`src/rtl/pc_sequencer.sv`:
```
// Program-counter sequencer: sequential fetch plus branch / jr / j redirects, with a
// pending-redirect state while instruction memory is busy. Define JUMP_SIGN_EXT_EN for sign-extended jump targets.
module pc_sequencer #(
  parameter logic [31:0] RESET_PC = 32'h0000_0000,
  parameter int          CNT_W    = 16
) (
  input  logic             Clk,
  input  logic             Reset,
  input  logic             Stall,
  input  logic             ImemReady,
  input  logic             BranchTaken,
  input  logic [31:0]      BranchTarget,
  input  logic             JumpEn,
  input  logic [25:0]      JumpIndex,
  input  logic [31:0]      JumpPCPlus4,
  input  logic             JrEn,
  input  logic [31:0]      JrTarget,
  output logic [31:0]      PCResult,
  output logic             FetchValid,
  output logic             FlushIF,
  output logic             FlushID,
  output logic             MisalignErr,
  output logic [CNT_W-1:0] RedirectCount
);

  typedef enum logic {
    RUN  = 1'b0,
    PEND = 1'b1
  } state_t;

  state_t           state_q, state_d;
  logic [31:0]      pc_q, pc_d;
  logic [31:0]      pend_q, pend_d;
  logic [CNT_W-1:0] cnt_q, cnt_d;

  logic        br_acc, jr_acc, jmp_acc, redirect;
  logic [3:0]  jump_upper;
  logic [31:0] jump_target, raw_target, target;

`ifdef JUMP_SIGN_EXT_EN
  logic [31:0] unused_jump_pc;
  assign unused_jump_pc = JumpPCPlus4;
  assign jump_upper     = {4{JumpIndex[25]}};
`else
  logic [27:0] unused_jump_pc;
  assign unused_jump_pc = JumpPCPlus4[27:0];
  assign jump_upper     = JumpPCPlus4[31:28];
`endif

  // ID-stage requests only count when ID is not stalled; a stalled instruction re-presents.
  always_comb begin
    br_acc      = (state_q == RUN) && BranchTaken;
    jr_acc      = (state_q == RUN) && !BranchTaken && JrEn && !Stall;
    jmp_acc     = (state_q == RUN) && !BranchTaken && !JrEn && JumpEn && !Stall;
    redirect    = br_acc || jr_acc || jmp_acc;
    jump_target = {jump_upper, JumpIndex, 2'b00};
    if (br_acc) begin
      raw_target = BranchTarget;
    end else if (jr_acc) begin
      raw_target = JrTarget;
    end else begin
      raw_target = jump_target;
    end
    target = {raw_target[31:2], 2'b00};
  end

  always_comb begin
    state_d = state_q;
    pc_d    = pc_q;
    pend_d  = pend_q;
    cnt_d   = cnt_q;
    unique case (state_q)
      RUN: begin
        if (redirect) begin
          if (ImemReady) begin
            pc_d = target;
          end else begin
            pend_d  = target;
            state_d = PEND;
          end
        end else if (ImemReady && !Stall) begin
          pc_d = pc_q + 32'd4;
        end
      end
      PEND: begin
        if (ImemReady) begin
          pc_d    = pend_q;
          state_d = RUN;
        end
      end
      default: state_d = RUN;
    endcase
    if (redirect && (cnt_q != {CNT_W{1'b1}})) begin
      cnt_d = cnt_q + CNT_W'(1);
    end
  end

  always_ff @(posedge Clk or posedge Reset) begin
    if (Reset) begin
      state_q <= RUN;
      pc_q    <= RESET_PC;
      pend_q  <= 32'h0000_0000;
      cnt_q   <= '0;
    end else begin
      state_q <= state_d;
      pc_q    <= pc_d;
      pend_q  <= pend_d;
      cnt_q   <= cnt_d;
    end
  end

  // Strobes follow the inputs in the accepting cycle; suppressed while reset is held.
  assign PCResult      = pc_q;
  assign FetchValid    = (state_q == RUN);
  assign FlushIF       = redirect && !Reset;
  assign FlushID       = br_acc && !Reset;
  assign MisalignErr   = redirect && (raw_target[1:0] != 2'b00) && !Reset;
  assign RedirectCount = cnt_q;

endmodule

```
`config.mk`:
```
export PLATFORM = sky130hd
export DESIGN_NAME = pc_sequencer
export DESIGN_NICKNAME = d
export VERILOG_FILES = /design/src/rtl/pc_sequencer.sv
export SDC_FILE = /design/constraint.sdc
export NUM_CORES = 1
export LEC_CHECK = 0
export ABC_AREA = 1
export BUFFER_PORTS_ARGS = -buffer_cell sky130_fd_sc_hd__buf_2
export CORE_MARGIN = 2
export CORE_UTILIZATION = 35
export DETAILED_ROUTE_END_ITERATION = 8
export PLACE_DENSITY = 0.64
export SYNTH_ARGS = -nofsm -noshare
export SYNTH_HDL_FRONTEND = slang
export SYNTH_SLANG_ARGS = --single-unit
```
`constraint.sdc`:
```
create_clock -name Clk -period 3.17 [get_ports Clk]
set_clock_uncertainty 0.2 [all_clocks]
set_input_delay 0.1585 -clock Clk [delete_from_list [all_inputs] [get_ports Clk]]
set_output_delay 0.1585 -clock Clk [all_outputs]
set_load 0.01 [all_outputs]
```
== Word-level counts from Yosys, hierarchy flattened ==
Cells that the tools add are included.

* Bits in read-only memories: 0
* Output and inout port bits: 52
* Bits in latches: 0
* Memories: 0
* Logic and storage cells: 44
* Register bits after elaboration: 79
* Memory bits (writable): 0
* Input bits: 129

* Add/subtract/negate cells: 2
* Reductions and logical operators: 22
* Shifts and indexed selects: 0
* Equal/unequal tests: 4
* Bitwise logic cells: 2
* Order comparisons: 0
* Multipliers: 0
* Mux-type cells: 10
* Div/mod/pow operators: 0

{| class="wikitable"
|+ Operators by type and width
! kind !! number
|-
| $mux W32 || 6
|-
| $pmux W32 S2 || 1
|-
| $add A32 B3 Y32 const B || 1
|-
| $add A16 B1 Y16 const B || 1
|-
| $ne A16 B16 Y1 const B || 1
|-
| $logic_and A1 B1 Y1 || 13
|-
| $reduce_and A3 Y1 || 2
|-
| $logic_not A1 Y1 || 4
|-
| $ne A3 B1 Y1 const B || 1
|-
| $ne A3 B3 Y1 const B || 1
|-
| $logic_or A1 B1 Y1 || 2
|-
| $mux W1 || 2
|-
| $ne A2 B2 Y1 const B || 1
|-
| $not A1 Y1 || 2
|-
| $pmux W1 S2 || 1
|-
| $reduce_bool A2 Y1 || 1
|}

== Logic depth before layout (Yosys ltp) ==
Gate-level depths: netlist of run 1.

* Depth after elaboration: 9
* Mapped depth: 11
* Gate-level depth less buffers: 11

== Worst setup path after synthesis of run 1 ==
No wires, ideal clock.

* Kind: input -> output
* From: input port Reset
* To: output port MisalignErr
* Path slack: 472 ps
* Data required time: 2,812 ps
* Stages: 3
* Arrival time: 2,339 ps
* Path buffers: 0
* Cell sequence: inv_1 -> nand2_1 -> a211oi_1

* Cells in the longest elaborated chain, start to end: 2

{| class="wikitable"
|+ RTL lines
! element !! line !! RTL
|-
| start, declared || 8 || <nowiki>input logic Reset,</nowiki>
|-
| $logic_not A1 Y1 || 117 || <nowiki>assign MisalignErr = redirect && (raw_target[1:0] != 2'b00) && !Reset;</nowiki>
|-
| $logic_and A1 B1 Y1 || 117 ||
|-
| end, declared || 22 || <nowiki>output logic MisalignErr,</nowiki>
|}

Every way passes these cells.

== Worst setup path after layout of run 1 ==
* From: register state_q
* To: register pend_q[3]

* Cells in the longest elaborated chain, start to end: 7
* Elaborated cells between the ends (all ways): 13
* Classes of those cells: mux (2); bitwise (1); reduce/logical (10)

{| class="wikitable"
|+ RTL lines
! element !! line !! RTL
|-
| start, declared || 31 || <nowiki>state_t state_q, state_d;</nowiki>
|-
| start signal, assigned || 105 || <nowiki>state_q <= state_d;</nowiki>
|-
| $not A1 Y1 (no source line) * || - ||
|-
| $logic_and A1 B1 Y1 || 53, 54 ||
|-
| $logic_and A1 B1 Y1 (on tied branches) (2 in series) || 53, 54 ||
|-
| $logic_or A1 B1 Y1 / $logic_and A1 B1 Y1 (equally long branches) || 55, 54 ||
|-
| $logic_or A1 B1 Y1 || 55 || <nowiki>redirect = br_acc || jr_acc || jmp_acc;</nowiki>
|-
| $reduce_and A3 Y1 (no source line) || - ||
|-
| end signal, assigned || 107 || <nowiki>pend_q <= pend_d;</nowiki>
|-
| end, declared || 33 || <nowiki>logic [31:0] pend_q, pend_d;</nowiki>
|}

Every way passes the cells marked *; elsewhere a longest branch is shown, timed or not.
A chain may end at the register's enable or synchronous reset.

==> results of run 1 <==
[area by class of cell]
class / instances / area (sq um) / share of cell area, %
tap: 188 / 235 / 3.38
multi-input combinational: 646 / 3010 / 43.2
timing repair buffer: 199 / 1220 / 17.5
sequential: 77 / 1930 / 27.7
antenna: 1 / 2.50 / 0.0360
inverter: 70 / 265 / 3.81
clock buffer: 9 / 225 / 3.24
clock inverter: 7 / 75.1 / 1.08
[sequential cells by signal (all words and copies together) (netlist names)]
register,count
PCResult,30
RedirectCount,16
pend_q,30
state_q,1
[final timing paths]
path	to	from	cells after the start	slack, ps
worst max-delay path	pend_q[3]	state_q	7	480
worst min-delay path	pend_q[9]	Reset	3	-70
worst max register to register	pend_q[3]	state_q	7	480
worst min register to register	pend_q[6]	pend_q[6]	2	280
max in group asynchronous	pend_q[25]	Reset	3	2160
min in group Clk	pend_q[24]	BranchTarget[24]	4	0
[Yosys cell counts (2+ instances only)]
cell	instances	area, sq um
nand2_1	259	972
nand3_1	129	646
nor2_1	93	349
dfrtp_1	77	1930
inv_1	60	225
a21oi_1	34	170
o21ai_1	29	145
buf_2	22	110
o21ai_0	17	85.1
or2_1	13	81.3
xor2_1	11	96.3
inv_2	9	33.8
o211ai_1	9	67.6
or2_2	8	50.1
xnor2_1	7	61.3
a31oi_1	6	37.5
buf_4	6	45.0
clkbuf_1	6	22.5
nor3_1	6	30.0
o21bai_1	4	30.0
nand3b_1	3	22.5
nor2_2	3	18.8
ha_1	2	25.0
nand2_2	2	12.5
nand4_1	2	12.5
[metal layers]
| metal | wire [um] | GRT usage [%] |
|---|---|---|
| met5 | 27 | 0 |
| met4 | 465 | 8.02 |
| met3 | 1240 | 6.26 |
| met2 | 7860 | 34.9 |
| met1 | 7800 | 28.5 |
[per-stage QoR]
stage | total power, mW | hold WS (ps)
after global routing | 3.87 | 6.74
final | 3.63 | -66.1
after detailed placement | 2.53 | 131
after CTS | 3.65 | 1.65
after floorplan | 2.12 | 24.9
after global placement | 2.51 | 130
[report_power, final]
part           switching, mW  internal (mW)
Combinational          0.646          0.460
Sequential             0.259           1.20
Clock                  0.451          0.612
[worst max-delay path: stages, from the launching register on]
cell           delay, ps
dfrtp_1              660
nor2_2               150
inv_4                270
buf_4                410
nand3_1              160
dlygate4sd3_1        590
nand3_1               80
nand2_1               50
[cells by family (layout without fill, tap and decap cells)]
| kind of cell | count (synthesis) | in the layout | synth area share [%] |
|---|---|---|---|
| simple gates | 522 | 522 | 41.9 |
| compound gates | 102 | 102 | 10.4 |
| other cells | 1 | 3 | 0.0696 |
| flops | 77 | 77 | 35.8 |
| buf+inv | 106 | 285 | 8.50 |
| xor+xnor | 18 | 18 | 2.93 |
| fa+ha+maj | 2 | 2 | 0.465 |
==> impl_results.md, run 1 <==
- CTS sink cnt: 77
- Initial antenna violation count: 3
- Post-Route WL: 17,400 um
- Synth Warn #: 0
- Number of synthesized flops with an enable pin: 0
- Pre-CTS setup slack: 472 ps
- Worst setup SP type: flip-flop
- Maximum vdd drop: 357 uV
- TritonCTS clock tree: yes
- Fin area: 6950 sq um
- Site row count: 45
- First-pass GRT wire length: 28,300 um
- Seq cells post-synth: 77
- Clock-pin slew of the registers on the worst-case setup and hold paths: 70 ps
- Net count, final: 1,134
- Placement Cell Area: 6250 sq um
- Via-to-Cell Ratio: 4.99
- Final RePlAce weighted congestion: 0.912
- Worst skew pair latency: 350 ps
- Post-DP HPWL: 12,500 um
- Pwr dens: 522 nW/um^2
- Hold-fix buffers at CTS: 40
- Die X: 128 um
- Synthesized area per cell: 6.51 sq um
- Commonest cells after routing, fill and taps aside: 259 x nand2_1, 150 x buf_2, 129 x nand3_1, 93 x nor2_1, 77 x dfrtp_1
- Number of global-route vias before repair: 5,662
- DR pass1 iterations: 6
- Initial Util: 35.6%
- Top Ports: 181
- Static Leak: 3.51 nW
- Worst Path Required: 3220 ps
- Final Util: 45.9%
- Share of cells above drive strength 1: 20.2%
- Mapped cell area: 5390 sq um
- Maximum root-to-sink buffer count: 2
- Routed Antenna Nets: 0
- Type of the worst min-delay path: in -> async
- TNS Setup: 0 ps
- Total number of vias: 5,968
- WL/cell: 14.5 um
- CTS Root Cell: clkbuf_16
- Final worst-path cycle share: 84.8%
- Syn Inst Count: 828
- Tot GR Track Use: 21.9%
- RSZ-0062 raised after global routing: false
- Fin crit period: 2690 ps
- Top_reg_cell synth: dfrtp_1
- Slew HR: 31.7%
- Critical Path AT: 2740 ps
- Area Growth Syn to Fin: 29.1%
- Seq/Total Area, Yosys: 35.8%
- Worst-Margin Slew: 1030 ps
- Die area: 16,400 sq um
- Critical Path Sink Type: flip-flop
- Post-route non-filler standard cell count: 1,197
- Crit path kind: reg -> reg
- Num CTS Buffers: 9
- CP max FO: 39
- Max_cap viols: 0
- Outcome: finished with violations
- Synth unique cells: 36
- Maximum clock frequency: 0.372 GHz
- Core area: 15,100 sq um
- Port Buffers: 150
- Number of post-CTS setup repair buffers: 0
- Placed insts: 1,140
- Congestion Overflow GR: 0
- Initial drt markers: 327
- Hold Slack: -66.1 ps
- Async S/R FF share, synth: 100%
- Failing checks: hold timing
- Most common cell after layout, fill and taps aside: nand2_1
- Final hold violations: 77
- Fillers: 1,573
- Number of remaining DRC errors: 0
- Die Span Y: 128 um
- CTS resizes: 0
- Post-route setup slack: 483 ps
- H-Tree Depth: 3
- Endpoints failing setup: 0
- Largest net degree at the start of global routing: 78
- Pins Over Slew Limit: 0
Power figures use the tool's default switching activity.
==> inputs of run 2 (changes only) <==
==> constraint.sdc (replaced) <==
create_clock -name Clk -period 2.75 [get_ports Clk]
set_clock_uncertainty 0.2 [all_clocks]
set_input_delay 0.1375 -clock Clk [delete_from_list [all_inputs] [get_ports Clk]]
set_output_delay 0.1375 -clock Clk [all_outputs]
set_load 0.01 [all_outputs]
==> impl_results.md, run 2 (synthesized netlist as in run 1, its figures left out) <==
- Post-route non-filler standard cell count: 1,207 (+0.84%)
- Commonest cells after routing, fill and taps aside: 259 x nand2_1, 150 x buf_2, 129 x nand3_1, 93 x nor2_1, 76 x dfrtp_1
- Pre-CTS setup slack: 444 ps (-27.4 ps)
- Share of cells above drive strength 1: 20.5% (+0.29 points)
- Net count, final: 1,145 (+0.97%)
- Outcome: complete, no violations
- WL/cell: 14.4 um (-0.69%)
- Congestion Overflow GR: 0 (unchanged)
- Power Total: 4.27 mW (+18%)
- TNS Setup: 0 ps (unchanged)
- Hold depth: 3
- Pwr dens: 603 nW/um^2 (+16%)
- Worst setup SP type: flip-flop
- Final Util: 46.7% (+0.82 points)
- DR pass1 iterations: 4 (-2)
- Clock-pin slew of the registers on the worst-case setup and hold paths: 60 ps (about the same)
- Top Ports: 181 (unchanged)
- Maximum root-to-sink buffer count: 2 (unchanged)
- Post-route setup slack: 156 ps (-327 ps)
- Final worst-path cycle share: 94.3% (+9.5 points)
- CTS sink cnt: 77 (unchanged)
- Via-to-Cell Ratio: 5.00 (+0.30%)
- CTS Root Cell: clkbuf_16
- Fin crit period: 2590 ps (-93.5 ps)
- Port Buffers: 150 (unchanged)
- Static Leak: 3.57 nW (+1.8%)
- Pins Over Slew Limit: 0 (unchanged)
- Initial antenna violation count: 2 (-1)
- Num CTS Buffers: 9 (unchanged)
- TritonCTS clock tree: yes
- Largest net degree at the start of global routing: 36 (-54%)
- Reg-to-reg endpoint: pend_q[3]
- Final hold violations: 0 (-100%)
- Placed insts: 1,143 (+0.26%)
- Reg2Reg Launch Point: state_q
- Core area: 15,100 sq um (unchanged)
- R2R Setup Slk: 160 ps (-330 ps)
- Fin area: 7080 sq um (+1.8%)
- Critical Path AT: 2670 ps (-70 ps)
- Initial Util: 35.6% (unchanged)
- Post-Route WL: 17,400 um (+0.14%)
- HP Start: JrTarget[4]
- Slew HR: 62.5% (+31 points)
- Placement Cell Area: 6270 sq um (+0.36%)
- Maximum vdd drop: 585 uV (+64%)
- Die area: 16,400 sq um (unchanged)
- Worst Path Required: 2830 ps (-390 ps)
- Post-DP HPWL: 12,700 um (+1.8%)
- Die Span Y: 128 um (unchanged)
- CP max FO: 22 (-44%)
- Number of global-route vias before repair: 5,707 (+0.79%)
- R2R cell count: 8 (+1)
- Most common cell after layout, fill and taps aside: nand2_1
- Area Growth Syn to Fin: 31.4%
- Number of remaining DRC errors: 0 (unchanged)
- Hold Path Sink: pend_q[4]
- H-Tree Depth: 3 (unchanged)
- Endpoints failing setup: 0 (unchanged)
- Crit path kind: reg -> reg
- Total number of vias: 6,036 (+1.1%)
- Initial drt markers: 420 (+28%)
- RSZ-0062 raised after global routing: false
- Type of the worst min-delay path: in -> reg
- Final RePlAce weighted congestion: 0.870 (-4.5%)
- Max_cap viols: 0 (unchanged)
- Maximum clock frequency: 0.386 GHz (+3.6%)
- Critical Path Sink Type: flip-flop
- Die X: 128 um (unchanged)
- Site row count: 45 (unchanged)
- Hold Slack: 2.80 ps (+68.9 ps)
- Worst skew pair latency: 340 ps (about the same)
- Tot GR Track Use: 21.7% (-0.20 points)
- First-pass GRT wire length: 28,300 um (about the same)
- Worst-Margin Slew: 561 ps (-464 ps)
- Routed Antenna Nets: 0 (unchanged)
run 2: cell count changes in the layout (fill, tap and decap cells not counted), sizes merged, moves of 2 or more:
cell / previous run / this run
clkbuf: 9 / 11
buf: 159 / 165
dlygate4sd3: 40 / 45
clkinvlp: 3 / 1
run 2: metal layers:
metal / up-vias / global-route usage, % / wire length, um
li1: 3046 / - / -
met1: 2795 / 27.5 / 7900
met2: 159 / 35.5 / 7960
met3: 32 / 6.76 / 1150
met4: 4 / 6.92 / 394
met5: - / 0 / 25
run 2: worst max-delay path by stage:
stage | startpoint | endpoint | slack, ps
5_1_grt | state_q | pend_q[6] | 20
3_3_place_gp | state_q | PCResult[30] | 450
3_5_place_dp | state_q | PCResult[30] | 440
6_report | state_q | pend_q[3] | 160
4_1_cts | state_q | pend_q[20] | 40
2_1_floorplan | Reset | MisalignErr | 90
run 2: worst max-delay path, cell delays in order, from the launching register on:
cell           delay (ps)
dfrtp_2               500
nor2_2                270
inv_4                  70
nand3_4               280
nand2_1               270
inv_2                 220
nand3_1                80
dlygate4sd3_1         570
nand2_1                70
run 2: timing repair:
action                                  4_1_cts  5_1_grt
buffers inserted                              0        3
endpoints found under the setup margin        0        4
hold buffers                                 45        0
hold endpoints to repair                     55        0
gates resized for setup                       0        1
run 2: final cells by class:
type,count,area [sq um]
diodes,1,2.50
clock buffers,11,243
fillers,1585,8070
inverters,70,265
multi-input cells,646,3010
well taps,188,235
clock inverters,4,72.6
flip-flops and latches,77,1930
repair buffers,210,1330
run 2: power breakdown:
group / internal, mW / switching, mW
registers: 1.39 / 0.300
clock network: 0.813 / 0.472
logic: 0.548 / 0.749
total: 2.75 / 1.52
